`src/rtl/car_select.sv`:
```
// rtl/car_select.sv - switch-to-IR-car-profile selector
//
// Package consts: CAR_COUNT, IDX_W, the CarSettings struct and the four car
// profiles used by the IR packet generator.
//
// Module car_select: turns the board slide switches into the settings of
// one IR car profile and echoes the selected index on the LEDs.
//   CLK         in   system clock (100 MHz)
//   RESET_N     in   asynchronous active-low reset
//   switches    in   raw car-select switch value [IDX_W-1:0]
//   selectedCar out  CarSettings of the selected car (registered)
//   leds        out  index of the selected car (registered, same edge)
//
// Optional build macro CAR_SELECT_SYNC_EN: switches pass through a 2-flop
// synchronizer and a 16-cycle debouncer before reaching the output
// register (19-cycle latency). Without it the switches are registered
// directly (1-cycle latency).

package consts;
  localparam int CAR_COUNT = 4;
  localparam int IDX_W     = $clog2(CAR_COUNT);

  typedef struct packed {
    logic [15:0] CarrierHz;
    logic [15:0] StartBurstSize;
    logic [15:0] CarSelectBurstSize;
    logic [15:0] GapSize;
    logic [15:0] AssertBurstSize;
    logic [15:0] DeAssertBurstSize;
  } CarSettings;

  localparam CarSettings BLUE_PARAMS   = '{16'd36000, 16'd191, 16'd47, 16'd25, 16'd47, 16'd22};
  localparam CarSettings YELLOW_PARAMS = '{16'd40000, 16'd88,  16'd22, 16'd40, 16'd44, 16'd22};
  localparam CarSettings GREEN_PARAMS  = '{16'd37500, 16'd88,  16'd44, 16'd40, 16'd44, 16'd22};
  localparam CarSettings RED_PARAMS    = '{16'd36000, 16'd192, 16'd24, 16'd24, 16'd48, 16'd24};
endpackage

module car_select
  import consts::*;
(
  input  logic             CLK,
  input  logic             RESET_N,
  input  logic [IDX_W-1:0] switches,
  output CarSettings       selectedCar,
  output logic [IDX_W-1:0] leds
);

  // Any unknown or unlisted value falls back to index 0 (BLUE), so the
  // index register never captures X and leds always agree with the profile.
  function automatic logic [IDX_W-1:0] clean_idx(input logic [IDX_W-1:0] v);
    logic [IDX_W-1:0] r;
    case (v)
      2'b00:   r = 2'b00;
      2'b01:   r = 2'b01;
      2'b10:   r = 2'b10;
      2'b11:   r = 2'b11;
      default: r = 2'b00;
    endcase
    return r;
  endfunction

  function automatic CarSettings car_of(input logic [IDX_W-1:0] idx);
    CarSettings c;
    case (idx)
      2'b00:   c = BLUE_PARAMS;
      2'b01:   c = YELLOW_PARAMS;
      2'b10:   c = GREEN_PARAMS;
      2'b11:   c = RED_PARAMS;
      default: c = BLUE_PARAMS;
    endcase
    return c;
  endfunction

  logic [IDX_W-1:0] r_idx;
  CarSettings       r_car;
  logic [IDX_W-1:0] w_next_idx;

`ifdef CAR_SELECT_SYNC_EN
  localparam int DEBOUNCE_CYCLES = 16;
  localparam int CNT_W           = $clog2(DEBOUNCE_CYCLES + 1);

  logic [IDX_W-1:0] r_sync1;
  logic [IDX_W-1:0] r_sync2;
  logic [IDX_W-1:0] r_cand;
  logic [CNT_W-1:0] r_cnt;
  logic [IDX_W-1:0] w_clean;
  logic             w_commit;

  assign w_clean = clean_idx(r_sync2);

  // r_cand is the value currently being timed; r_cnt counts how many
  // consecutive cycles it has been seen. Once it has been stable for
  // DEBOUNCE_CYCLES cycles and is seen once more, it is committed.
  always_ff @(posedge CLK or negedge RESET_N) begin
    if (!RESET_N) begin
      r_sync1 <= '0;
      r_sync2 <= '0;
      r_cand  <= '0;
      r_cnt   <= '0;
    end else begin
      r_sync1 <= switches;
      r_sync2 <= r_sync1;
      if (w_clean == r_idx) begin
        r_cnt <= '0;
      end else if (w_clean != r_cand) begin
        r_cand <= w_clean;
        r_cnt  <= CNT_W'(1);
      end else if (r_cnt != CNT_W'(DEBOUNCE_CYCLES)) begin
        r_cnt <= r_cnt + 1'b1;
      end
    end
  end

  assign w_commit   = (w_clean != r_idx) && (w_clean == r_cand) &&
                      (r_cnt == CNT_W'(DEBOUNCE_CYCLES));
  assign w_next_idx = w_commit ? r_cand : r_idx;
`else
  assign w_next_idx = clean_idx(switches);
`endif

  // Index and profile share one register stage so they can never disagree.
  always_ff @(posedge CLK or negedge RESET_N) begin
    if (!RESET_N) begin
      r_idx <= '0;
      r_car <= BLUE_PARAMS;
    end else begin
      r_idx <= w_next_idx;
      r_car <= car_of(w_next_idx);
    end
  end

  assign leds        = r_idx;
  assign selectedCar = r_car;

endmodule

```
`config.mk`:
```
export PLATFORM = sky130hd
export DESIGN_NAME = car_select
export DESIGN_NICKNAME = d
export VERILOG_FILES = /design/src/rtl/car_select.sv
export SDC_FILE = /design/constraint.sdc
export NUM_CORES = 1
export LEC_CHECK = 0
export ABC_AREA = 1
export BUFFER_PORTS_ARGS = -buffer_cell sky130_fd_sc_hd__buf_4
export CORE_ASPECT_RATIO = 1.1
export CORE_UTILIZATION = 39
export CTS_BUF_LIST = sky130_fd_sc_hd__clkbuf_4 sky130_fd_sc_hd__clkbuf_8 sky130_fd_sc_hd__clkbuf_16
export DETAILED_ROUTE_END_ITERATION = 8
export PLACE_DENSITY_LB_ADDON = 0.25
export SETUP_SLACK_MARGIN = 0.02
export SLEW_MARGIN = 20
export SYNTH_ARGS = -nofsm -noshare
export SYNTH_HDL_FRONTEND = slang
export SYNTH_SLANG_ARGS = --single-unit
```
`constraint.sdc`:
```
create_clock -name CLK -period 1.52 [get_ports CLK]
set_input_delay 0.152 -clock CLK [delete_from_list [all_inputs] [get_ports CLK]]
set_output_delay 0.152 -clock CLK [all_outputs]
set_load 0.02 [all_outputs]
```
==> After elaboration in Yosys (flattened, before gate mapping) <==
Cells that the tools add are included.
Widths: inputs -> output; s select.
{ "totals": {"input_bits": 4, "register_bits": 98, "elab_cells": 17, "output_inout_bits": 98} }
{ "op_classes": {"reduce_logical": 2, "n_eq_ne": 6, "n_mux": 2} }
{ "ops": {"columns": ["operator", "count"], "rows": [
  ["$pmux 96 s4", 1],
  ["$eq 2x2->1 const B", 4],
  ["$pmux 2 s4", 1],
  ["$eq 2x1->1 const B", 2],
  ["$logic_not 2->1", 2]
]} }

==> Logic depth before layout (Yosys ltp) <==
Gate-level depths: netlist (run 1).
{ "depth": {"word_depth": 4, "depth_mapped": 4} }

==> Least setup slack after synthesis (run 1) <==
OpenSTA, ideal clock, no wires.
{ "synth_path": {"path_type": "flip-flop to output port", "from": "register, netlist name selectedCar[32]", "to": "output port selectedCar[17] in the netlist's numbering", "arrival_ns": 0.791, "path_slack_ns": 0.577, "n_path_buf": 1, "path_stages_with_launch": 2, "path_cell_list": "dfstp_2 -> buf_4"} }
{ "synth_rtl": {"columns": ["item", "line_no", "text"], "rows": [
  ["end: declaration", "44", "output CarSettings selectedCar,"]
]} }

==> results of run 1 <==
==> per-layer routing <==
layer	part of all wire, %	vias to the layer above	track usage (%)
met5	0	-	0
met1	29	229	5.07
li1	-	242	-
met4	1.8	0	6.77
met3	17	2	1.57
met2	52	62	13.0
==> power groups by stage <==
| stage | clock, mW | sequential [mW] | combinational (mW) |
|---|---|---|---|
| after global placement | 0 | 0.400 | 0.348 |
| after floorplan | 0 | 0.430 | 0.377 |
| after detailed placement | 0 | 0.401 | 0.349 |
| after global routing | 0.243 | 0.398 | 0.378 |
| after CTS | 0.225 | 0.395 | 0.351 |
| final | 0.214 | 0.394 | 0.351 |
==> timing repair <==
action / CTS / global route
endpoints found under the hold margin: 13 / 0
setup endpoints to repair: 0 / 0
hold buffers: 1 / 0
==> final cells by class <==
type | count | area, um^2 | area share (%)
tap | 33 | 41.3 | 3.81
clock buffer | 4 | 30.0 | 2.77
sequential | 13 | 334 | 30.8
timing repair buffer | 41 | 310 | 28.6
inverter | 7 | 26.3 | 2.42
multi-input combinational | 73 | 342 | 31.5
==> worst min-delay path by stage <==
stage | start | slack (ps) | to | depth (start not counted)
2_1_floorplan | RESET_N | -140 | leds[1] | 0
3_3_place_gp | RESET_N | -3 | selectedCar[86] | 1
3_5_place_dp | RESET_N | -0.7 | selectedCar[86] | 1
4_1_cts | switches[1] | 170 | selectedCar[91] | 3
5_1_grt | switches[1] | 180 | selectedCar[2] | 3
6_report | switches[1] | 180 | selectedCar[91] | 3
==> cell usage in the layout (no fill, tap or decap) <==
cell and n:
buf_4 40, clkbuf_4 4, conb_1 61, dfrtp_1 6
dfstp_2 7, dlygate4sd3_1 1, ha_1 7, inv_1 7
nor2_1 2, o21ai_0 1, or2_1 2
==> cell families after synthesis <==
logic type               after synthesis
AND/OR/NAND/NOR                        4
adder cells (fa/ha/maj)                7
AO/OA/AOI/OAI                          1
flip-flops                            13
other                                  2
buffers and inverters                 92
==> flip-flops by register name, indices dropped and copies added, names as in the netlist <==
register     flops
leds             1
selectedCar     12
==> through the flow <==
step	util [%]	hold WS (ps)	power [mW]
2_1_floorplan	-	-144	0.807
3_3_place_gp	37.9	-3.35	0.747
3_5_place_dp	37.9	-0.667	0.750
4_1_cts	39.4	173	0.971
5_1_grt	39.4	183	1.02
6_report	39.4	176	0.959
==> impl_metrics.prom, run 1 <==
# TYPE chip_impl_metric gauge
chip_impl_info{name="outcome",value="finished clean"} 1
chip_impl_info{name="dominantRegCellSynth",value="dfstp_2"} 1
chip_impl_metric{name="yosys_register_bits",unit=""} 13
chip_impl_metric{name="finish.net_count",unit=""} 150
chip_impl_metric{name="layout_worst_path_cycle_share",unit="%"} 76.9
chip_impl_info{name="synthTopCellsByCount",value="85 x buf_4, 7 x dfstp_2, 7 x ha_1, 7 x inv_1, 6 x dfrtp_1"} 1
chip_impl_metric{name="cts_post_setup_buffers_inserted",unit=""} 0
chip_impl_metric{name="preCtsSetupSlack",unit="ps"} 627
chip_impl_info{name="path_delay_family",value="flip-flops"} 1
chip_impl_metric{name="power.switching",unit="uW"} 369
chip_impl_metric{name="synthDistinctLibCells",unit=""} 9
chip_impl_metric{name="finalWirelength",unit="mm"} 1.14
chip_impl_metric{name="grt_overflow_total",unit=""} 0
chip_impl_metric{name="internal-power",unit="uW"} 591
chip_impl_metric{name="rows",unit=""} 20
chip_impl_metric{name="chipWidth",unit="um"} 53.1
chip_impl_metric{name="synth-edff-count",unit=""} 0
chip_impl_info{name="clockRootBuffer",value="clkbuf_4"} 1
chip_impl_metric{name="sw_frac_of_total",unit="%"} 38.4
chip_impl_metric{name="yosys.area_share.adder",unit="%"} 7.83
chip_impl_info{name="netlist_top_cells_area",value="buf_4 57%, dfstp_2 16%, dfrtp_1 13%, ha_1 7.8%, inv_1 2.3%"} 1
chip_impl_metric{name="syn_to_final_growth",unit="%"} -3.13
chip_impl_metric{name="tns",unit="ps"} 0
chip_impl_metric{name="floorplan.core_area",unit="um^2"} 2750
chip_impl_metric{name="synth_xor_area_share",unit="%"} 0
chip_impl_metric{name="detailed_place_hpwl",unit="mm"} 1.02
chip_impl_metric{name="floorplan.initialDensity",unit="%"} 40.6
chip_impl_metric{name="synth_seq_area_share",unit="%"} 29.9
chip_impl_metric{name="pin_count_of_the_biggest_net_entering_global_routing",unit=""} 14
chip_impl_metric{name="final_design_area_no_fill",unit="um^2"} 1080
chip_impl_metric{name="worst_setup_hold_path_clk_slew",unit="ps"} 70
chip_impl_metric{name="power_frac_seq",unit="%"} 41.1
chip_impl_metric{name="floorplan.die_area",unit="um^2"} 3090
chip_impl_metric{name="final_critical_path_setup_slack",unit="ps"} 351
chip_impl_metric{name="max_stage_delay",unit="ps"} 600
chip_impl_metric{name="crit_buf_inv",unit=""} 1
chip_impl_metric{name="cts_buffers",unit=""} 3
chip_impl_metric{name="drt-vias-per-instance",unit=""} 3.13
chip_impl_metric{name="placed_cells",unit=""} 166
chip_impl_info{name="worst_setup_startpoint",value="selectedCar[32]"} 1
chip_impl_metric{name="p_leak",unit="nW"} 0.653
chip_impl_metric{name="first_iter_violations",unit=""} 2
chip_impl_metric{name="grt_first_pass_wirelength",unit="mm"} 1.43
chip_impl_metric{name="yosys_warnings",unit=""} 0
chip_impl_info{name="crit_path_category",value="flip-flop to output port"} 1
chip_impl_metric{name="chipHeight",unit="um"} 58.2
chip_impl_info{name="cts_tree",value="yes"} 1
chip_impl_metric{name="wire_per_inst",unit="um"} 6.65
chip_impl_metric{name="num-fill-cells",unit=""} 286
chip_impl_metric{name="antenna_left",unit=""} 0
chip_impl_metric{name="vdd_drop_max",unit="mV"} 0.351
chip_impl_metric{name="critical_path_depth",unit=""} 1
chip_impl_metric{name="max_cap_viol_count",unit=""} 0
chip_impl_metric{name="period_needed",unit="ps"} 1170
chip_impl_info{name="path_cells",value="buf_4"} 1
chip_impl_info{name="largest_family_of_logic_cells_by_synthesized_area",value="buffers and inverters"} 1
chip_impl_metric{name="final-setup-viol-count",unit=""} 0
chip_impl_metric{name="finalHoldViolCount",unit=""} 0
chip_impl_info{name="worst_hold_path_type",value="input port to flip-flop"} 1
chip_impl_metric{name="clock_tree.buffer_depth",unit=""} 2
chip_impl_metric{name="via_count",unit=""} 535
chip_impl_info{name="setup.worst_path.start_class",value="flip-flop"} 1
chip_impl_metric{name="post_synth_and_or_nand_nor_area_fraction",unit="%"} 1.79
chip_impl_metric{name="synth.cell_area",unit="um^2"} 1120
chip_impl_metric{name="drive_above_1_share",unit="%"} 37.0
chip_impl_metric{name="max_freq",unit="GHz"} 0.855
chip_impl_metric{name="instances_no_fill",unit=""} 171
chip_impl_metric{name="power.share.clock",unit="%"} 22.3
chip_impl_metric{name="drt_first_pass_iters",unit=""} 4
chip_impl_metric{name="logic_gate_share_of_total_power",unit="%"} 36.6
chip_impl_metric{name="syn-mean-instance-area",unit="um^2"} 9.40
chip_impl_metric{name="grt_util_all_layers",unit="%"} 6.81
chip_impl_info{name="crit_path_end_kind",value="output port"} 1
chip_impl_metric{name="postPlaceCellArea",unit="um^2"} 1040
chip_impl_info{name="grt_setup_unrepaired",value="no"} 1
chip_impl_info{name="post-synth-top-count-cell",value="buf_4"} 1
chip_impl_metric{name="antenna_found_initial",unit=""} 0
chip_impl_metric{name="netlist.area_leader.share",unit="%"} 57.0
chip_impl_metric{name="worst-endpoint-required",unit="ps"} 1370
chip_impl_info{name="synthDominantAreaCellType",value="buf_4"} 1
chip_impl_metric{name="synth_cells",unit=""} 119
chip_impl_metric{name="synth.mux.area_fraction",unit="%"} 0
chip_impl_metric{name="compound_gate_portion_of_the_synthesized_area",unit="%"} 0.447
chip_impl_metric{name="io-pin-count",unit=""} 102
chip_impl_metric{name="tritoncts_num_sinks",unit=""} 13
chip_impl_metric{name="post_cts_resize_count",unit=""} 0
chip_impl_metric{name="critical_path_peak_fanout",unit=""} 8
chip_impl_metric{name="globalplace.congestion",unit=""} 0.657
chip_impl_metric{name="timing.final.max_slew_violations",unit=""} 0
chip_impl_metric{name="power.density_cell_area",unit="nW/um^2"} 885
chip_impl_metric{name="grt_pass1_vias",unit=""} 345
chip_impl_metric{name="antenna_cells",unit=""} 0
chip_impl_info{name="slowest_stage_cell_cp",value="dfstp_2"} 1
chip_impl_metric{name="portBuffers",unit=""} 40
chip_impl_metric{name="detail_route.drc_violations",unit=""} 0
chip_impl_metric{name="async_reset_ff_share",unit="%"} 100
chip_impl_info{name="endpoint",value="selectedCar[69]"} 1
chip_impl_metric{name="cts-htree-levels",unit=""} 1
chip_impl_metric{name="cp_data_arrival_time",unit="ps"} 1020
(Power assumes the default switching activity.)
==> run 2, diff against run 1 <==
--- a/config.mk
+++ b/config.mk
@@ -5,10 +5,10 @@
 export SDC_FILE = /design/constraint.sdc
 export NUM_CORES = 1
 export LEC_CHECK = 0
-export ABC_AREA = 1
+export ABC_AREA = 0
 export BUFFER_PORTS_ARGS = -buffer_cell sky130_fd_sc_hd__buf_4
 export CORE_ASPECT_RATIO = 1.1
-export CORE_UTILIZATION = 39
+export CORE_UTILIZATION = 34
 export CTS_BUF_LIST = sky130_fd_sc_hd__clkbuf_4 sky130_fd_sc_hd__clkbuf_8 sky130_fd_sc_hd__clkbuf_16
 export DETAILED_ROUTE_END_ITERATION = 8
 export PLACE_DENSITY_LB_ADDON = 0.25
==> constraint.sdc (replaced) <==
create_clock -name CLK -period 1.05 [get_ports CLK]
set_input_delay 0.105 -clock CLK [delete_from_list [all_inputs] [get_ports CLK]]
set_output_delay 0.105 -clock CLK [all_outputs]
set_load 0.02 [all_outputs]
==> run 2 against run 1 <==
Compared with the run above:
- the flow now finishes with violations (DRC, setup timing)
- global-route usage decreased by 1.4 points
- critical path depth did not move
- synthesized cell count shrank 0.84%
- largest cell class is now non-clock buffers
==> impl_metrics.prom, run 2 <==
# TYPE chip_impl_metric gauge
chip_impl_info{name="outcome",value="finished, violations left"} 1
chip_impl_info{name="violated_checks",value="DRC, setup timing"} 1
chip_impl_metric{name="cp_data_arrival_time",unit="ps"} 1010
chip_impl_metric{name="drt_first_pass_iters",unit=""} 6
chip_impl_info{name="layout.cells.most_common",value="conb_1"} 1
chip_impl_info{name="synthTopCellsByCount",value="85 x buf_4, 7 x dfstp_2, 7 x ha_1, 7 x inv_1, 6 x dfrtp_1"} 1
chip_impl_info{name="path_delay_family",value="flip-flops"} 1
chip_impl_info{name="synthDominantAreaCellType",value="buf_4"} 1
chip_impl_metric{name="rows",unit=""} 21
chip_impl_metric{name="preCtsSetupSlack",unit="ps"} 179
chip_impl_metric{name="antenna_found_initial",unit=""} 0
chip_impl_metric{name="met3RoutedLength",unit="um"} 225
chip_impl_metric{name="finalWirelength",unit="mm"} 1.13
chip_impl_metric{name="grt_first_pass_wirelength",unit="mm"} 1.45
chip_impl_info{name="crit_path_end_kind",value="output port"} 1
chip_impl_metric{name="yosys_register_bits",unit=""} 13
chip_impl_metric{name="synth.cell_area",unit="um^2"} 1120
chip_impl_metric{name="detail_route.drc_violations",unit=""} 20
chip_impl_info{name="worst_hold_path_type",value="input port to flip-flop"} 1
chip_impl_info{name="endpoint",value="selectedCar[2]"} 1
chip_impl_metric{name="yosys_warnings",unit=""} 0
chip_impl_metric{name="critical_path_depth",unit=""} 1
chip_impl_info{name="worst_setup_startpoint",value="selectedCar[2]"} 1
chip_impl_metric{name="power.density_cell_area",unit="nW/um^2"} 1250
chip_impl_metric{name="max_ffs_per_register",unit=""} 12
chip_impl_info{name="top_layer",value="met4"} 1
chip_impl_info{name="cts_tree",value="yes"} 1
chip_impl_metric{name="floorplan.core_area",unit="um^2"} 3100
chip_impl_metric{name="drive_above_1_share",unit="%"} 37.2
chip_impl_metric{name="final_critical_path_setup_slack",unit="ps"} -64.8
chip_impl_metric{name="grt_util_all_layers",unit="%"} 5.40
chip_impl_metric{name="timing.final.max_slew_violations",unit=""} 0
chip_impl_metric{name="tritoncts_num_sinks",unit=""} 13
chip_impl_metric{name="cts-htree-levels",unit=""} 1
chip_impl_info{name="netlist_top_cells_area",value="buf_4 57%, dfstp_2 16%, dfrtp_1 13%, ha_1 7.8%, inv_1 2.3%"} 1
chip_impl_metric{name="globalplace.congestion",unit=""} 0.653
chip_impl_metric{name="layout_worst_path_cycle_share",unit="%"} 106
chip_impl_metric{name="final-setup-viol-count",unit=""} 18
chip_impl_info{name="most-common-layout-cells",value="61 x conb_1, 30 x buf_4, 10 x buf_6"} 1
chip_impl_metric{name="chipHeight",unit="um"} 62.3
chip_impl_metric{name="syn_to_final_growth",unit="%"} 0.334
chip_impl_info{name="dominantRegCellSynth",value="dfstp_2"} 1
chip_impl_metric{name="max_stage_delay",unit="ps"} 590
chip_impl_metric{name="synthDistinctLibCells",unit=""} 9
chip_impl_metric{name="syn-mean-instance-area",unit="um^2"} 9.52
chip_impl_metric{name="wire_length_on_met2",unit="um"} 565
chip_impl_metric{name="floorplan.initialDensity",unit="%"} 36.2
chip_impl_metric{name="floorplan.die_area",unit="um^2"} 3540
chip_impl_info{name="slowest_stage_cell_cp",value="dfstp_2"} 1
chip_impl_metric{name="worst-endpoint-required",unit="ps"} 940
chip_impl_metric{name="pin_count_of_the_biggest_net_entering_global_routing",unit=""} 14
chip_impl_metric{name="wire_per_inst",unit="um"} 6.58
chip_impl_info{name="path_cells",value="buf_4"} 1
chip_impl_metric{name="period_needed",unit="ps"} 1110
chip_impl_metric{name="clock_tree.buffer_depth",unit=""} 2
chip_impl_metric{name="post_route_utilization",unit="%"} 36.4
chip_impl_metric{name="cts_buffers",unit=""} 3
chip_impl_info{name="grt_setup_unrepaired",value="yes"} 1
chip_impl_metric{name="synth_cells",unit=""} 118
chip_impl_metric{name="max_cap_viol_count",unit=""} 0
chip_impl_metric{name="worst_setup_hold_path_clk_slew",unit="ps"} 70
chip_impl_info{name="post-synth-top-count-cell",value="buf_4"} 1
chip_impl_metric{name="finish.net_count",unit=""} 149
chip_impl_metric{name="p_leak",unit="nW"} 0.672
chip_impl_metric{name="antenna_left",unit=""} 0
chip_impl_metric{name="async_reset_ff_share",unit="%"} 100
chip_impl_metric{name="netlist.area_leader.share",unit="%"} 56.8
chip_impl_metric{name="via_count",unit=""} 547
chip_impl_metric{name="synth_seq_area_share",unit="%"} 29.7
chip_impl_metric{name="portBuffers",unit=""} 40
chip_impl_info{name="setup.worst_path.start_class",value="flip-flop"} 1
chip_impl_info{name="crit_path_category",value="flip-flop to output port"} 1
chip_impl_metric{name="vdd_drop_max",unit="mV"} 0.298
chip_impl_metric{name="antenna_cells",unit=""} 0
chip_impl_metric{name="first_iter_violations",unit=""} 24
chip_impl_metric{name="crit_buf_inv",unit=""} 1
chip_impl_metric{name="drt-vias-per-instance",unit=""} 3.20
chip_impl_info{name="clockRootBuffer",value="clkbuf_4"} 1
chip_impl_metric{name="detailed_place_hpwl",unit="um"} 990
chip_impl_metric{name="grt_pass1_vias",unit=""} 316
chip_impl_metric{name="postPlaceCellArea",unit="um^2"} 1050
chip_impl_metric{name="critical_path_peak_fanout",unit=""} 7
chip_impl_metric{name="whs",unit="ps"} 122
chip_impl_metric{name="tns",unit="ps"} -899
chip_impl_metric{name="grt_overflow_total",unit=""} 0
chip_impl_metric{name="final_design_area_no_fill",unit="um^2"} 1130
chip_impl_metric{name="chipWidth",unit="um"} 56.8
chip_impl_metric{name="synth-edff-count",unit=""} 0
chip_impl_metric{name="io-pin-count",unit=""} 102
chip_impl_metric{name="wl_met1",unit="um"} 306
chip_impl_metric{name="max_freq",unit="GHz"} 0.897
chip_impl_metric{name="finalHoldViolCount",unit=""} 0
[run 2: changes by cell type after synthesis]
cell	previous run	this run
nor2_1	2	0
o21ai_0	1	0
o21ba_1	0	1
o21bai_1	0	1
[run 2: worst min-delay path by stage]
stage                start              end  slack [ps]  cells after the start
2_1_floorplan      RESET_N          leds[1]        -190                      0
3_3_place_gp       RESET_N  selectedCar[86]         -50                      1
3_5_place_dp       RESET_N  selectedCar[86]         -50                      1
4_1_cts        switches[1]  selectedCar[91]         110                      3
5_1_grt        switches[1]   selectedCar[2]         130                      3
6_report       switches[1]  selectedCar[91]         120                      3
[run 2: area by class of cell]
class                   instances  area, um^2
clock buffers                   4        30.0
fillers                       323        1970
inverters                       7        26.3
multi-input cells              72         347
flip-flops and latches         13         334
well taps                      34        42.5
repair buffers                 41         348
[run 2: metrics by stage]
stage,power (mW),instances
after floorplan,1.17,177
after global placement,1.08,166
after detailed placement,1.09,166
after CTS,1.42,171
after global routing,1.48,171
final,1.41,171
[run 2: kinds of logic (layout without fill, tap and decap cells)]
family          after synthesis  after routing  synth area share, %
simple gates                  2              2                 1.11
fa+ha+maj                     7              7                 7.79
flops                        13             13                 29.7
compound gates                2              2                 1.56
buf+inv                      92             52                 59.1
other cells                   2             61                0.668
[run 2: routing by layer]
metal	up-vias	global-route usage, %
li1	242	-
met1	238	4.68
met2	65	10.1
met3	2	0.625
met4	0	5.49
met5	-	0
[run 2: power by group]
part	total [mW]	internal, mW	switching, mW	leakage, nW
combinational	0.527	0.153	0.374	0.508
clock	0.304	0.172	0.132	0.0184
sequential	0.576	0.549	0.0275	0.146
[run 2: repair_timing]
item | 4_1_cts | 5_1_grt
endpoints found under the hold margin | 13 | 0
buffers inserted | 0 | 0
resized for setup | 8 | 2
hold buffers | 1 | 0
setup endpoints to repair | 23 | 24
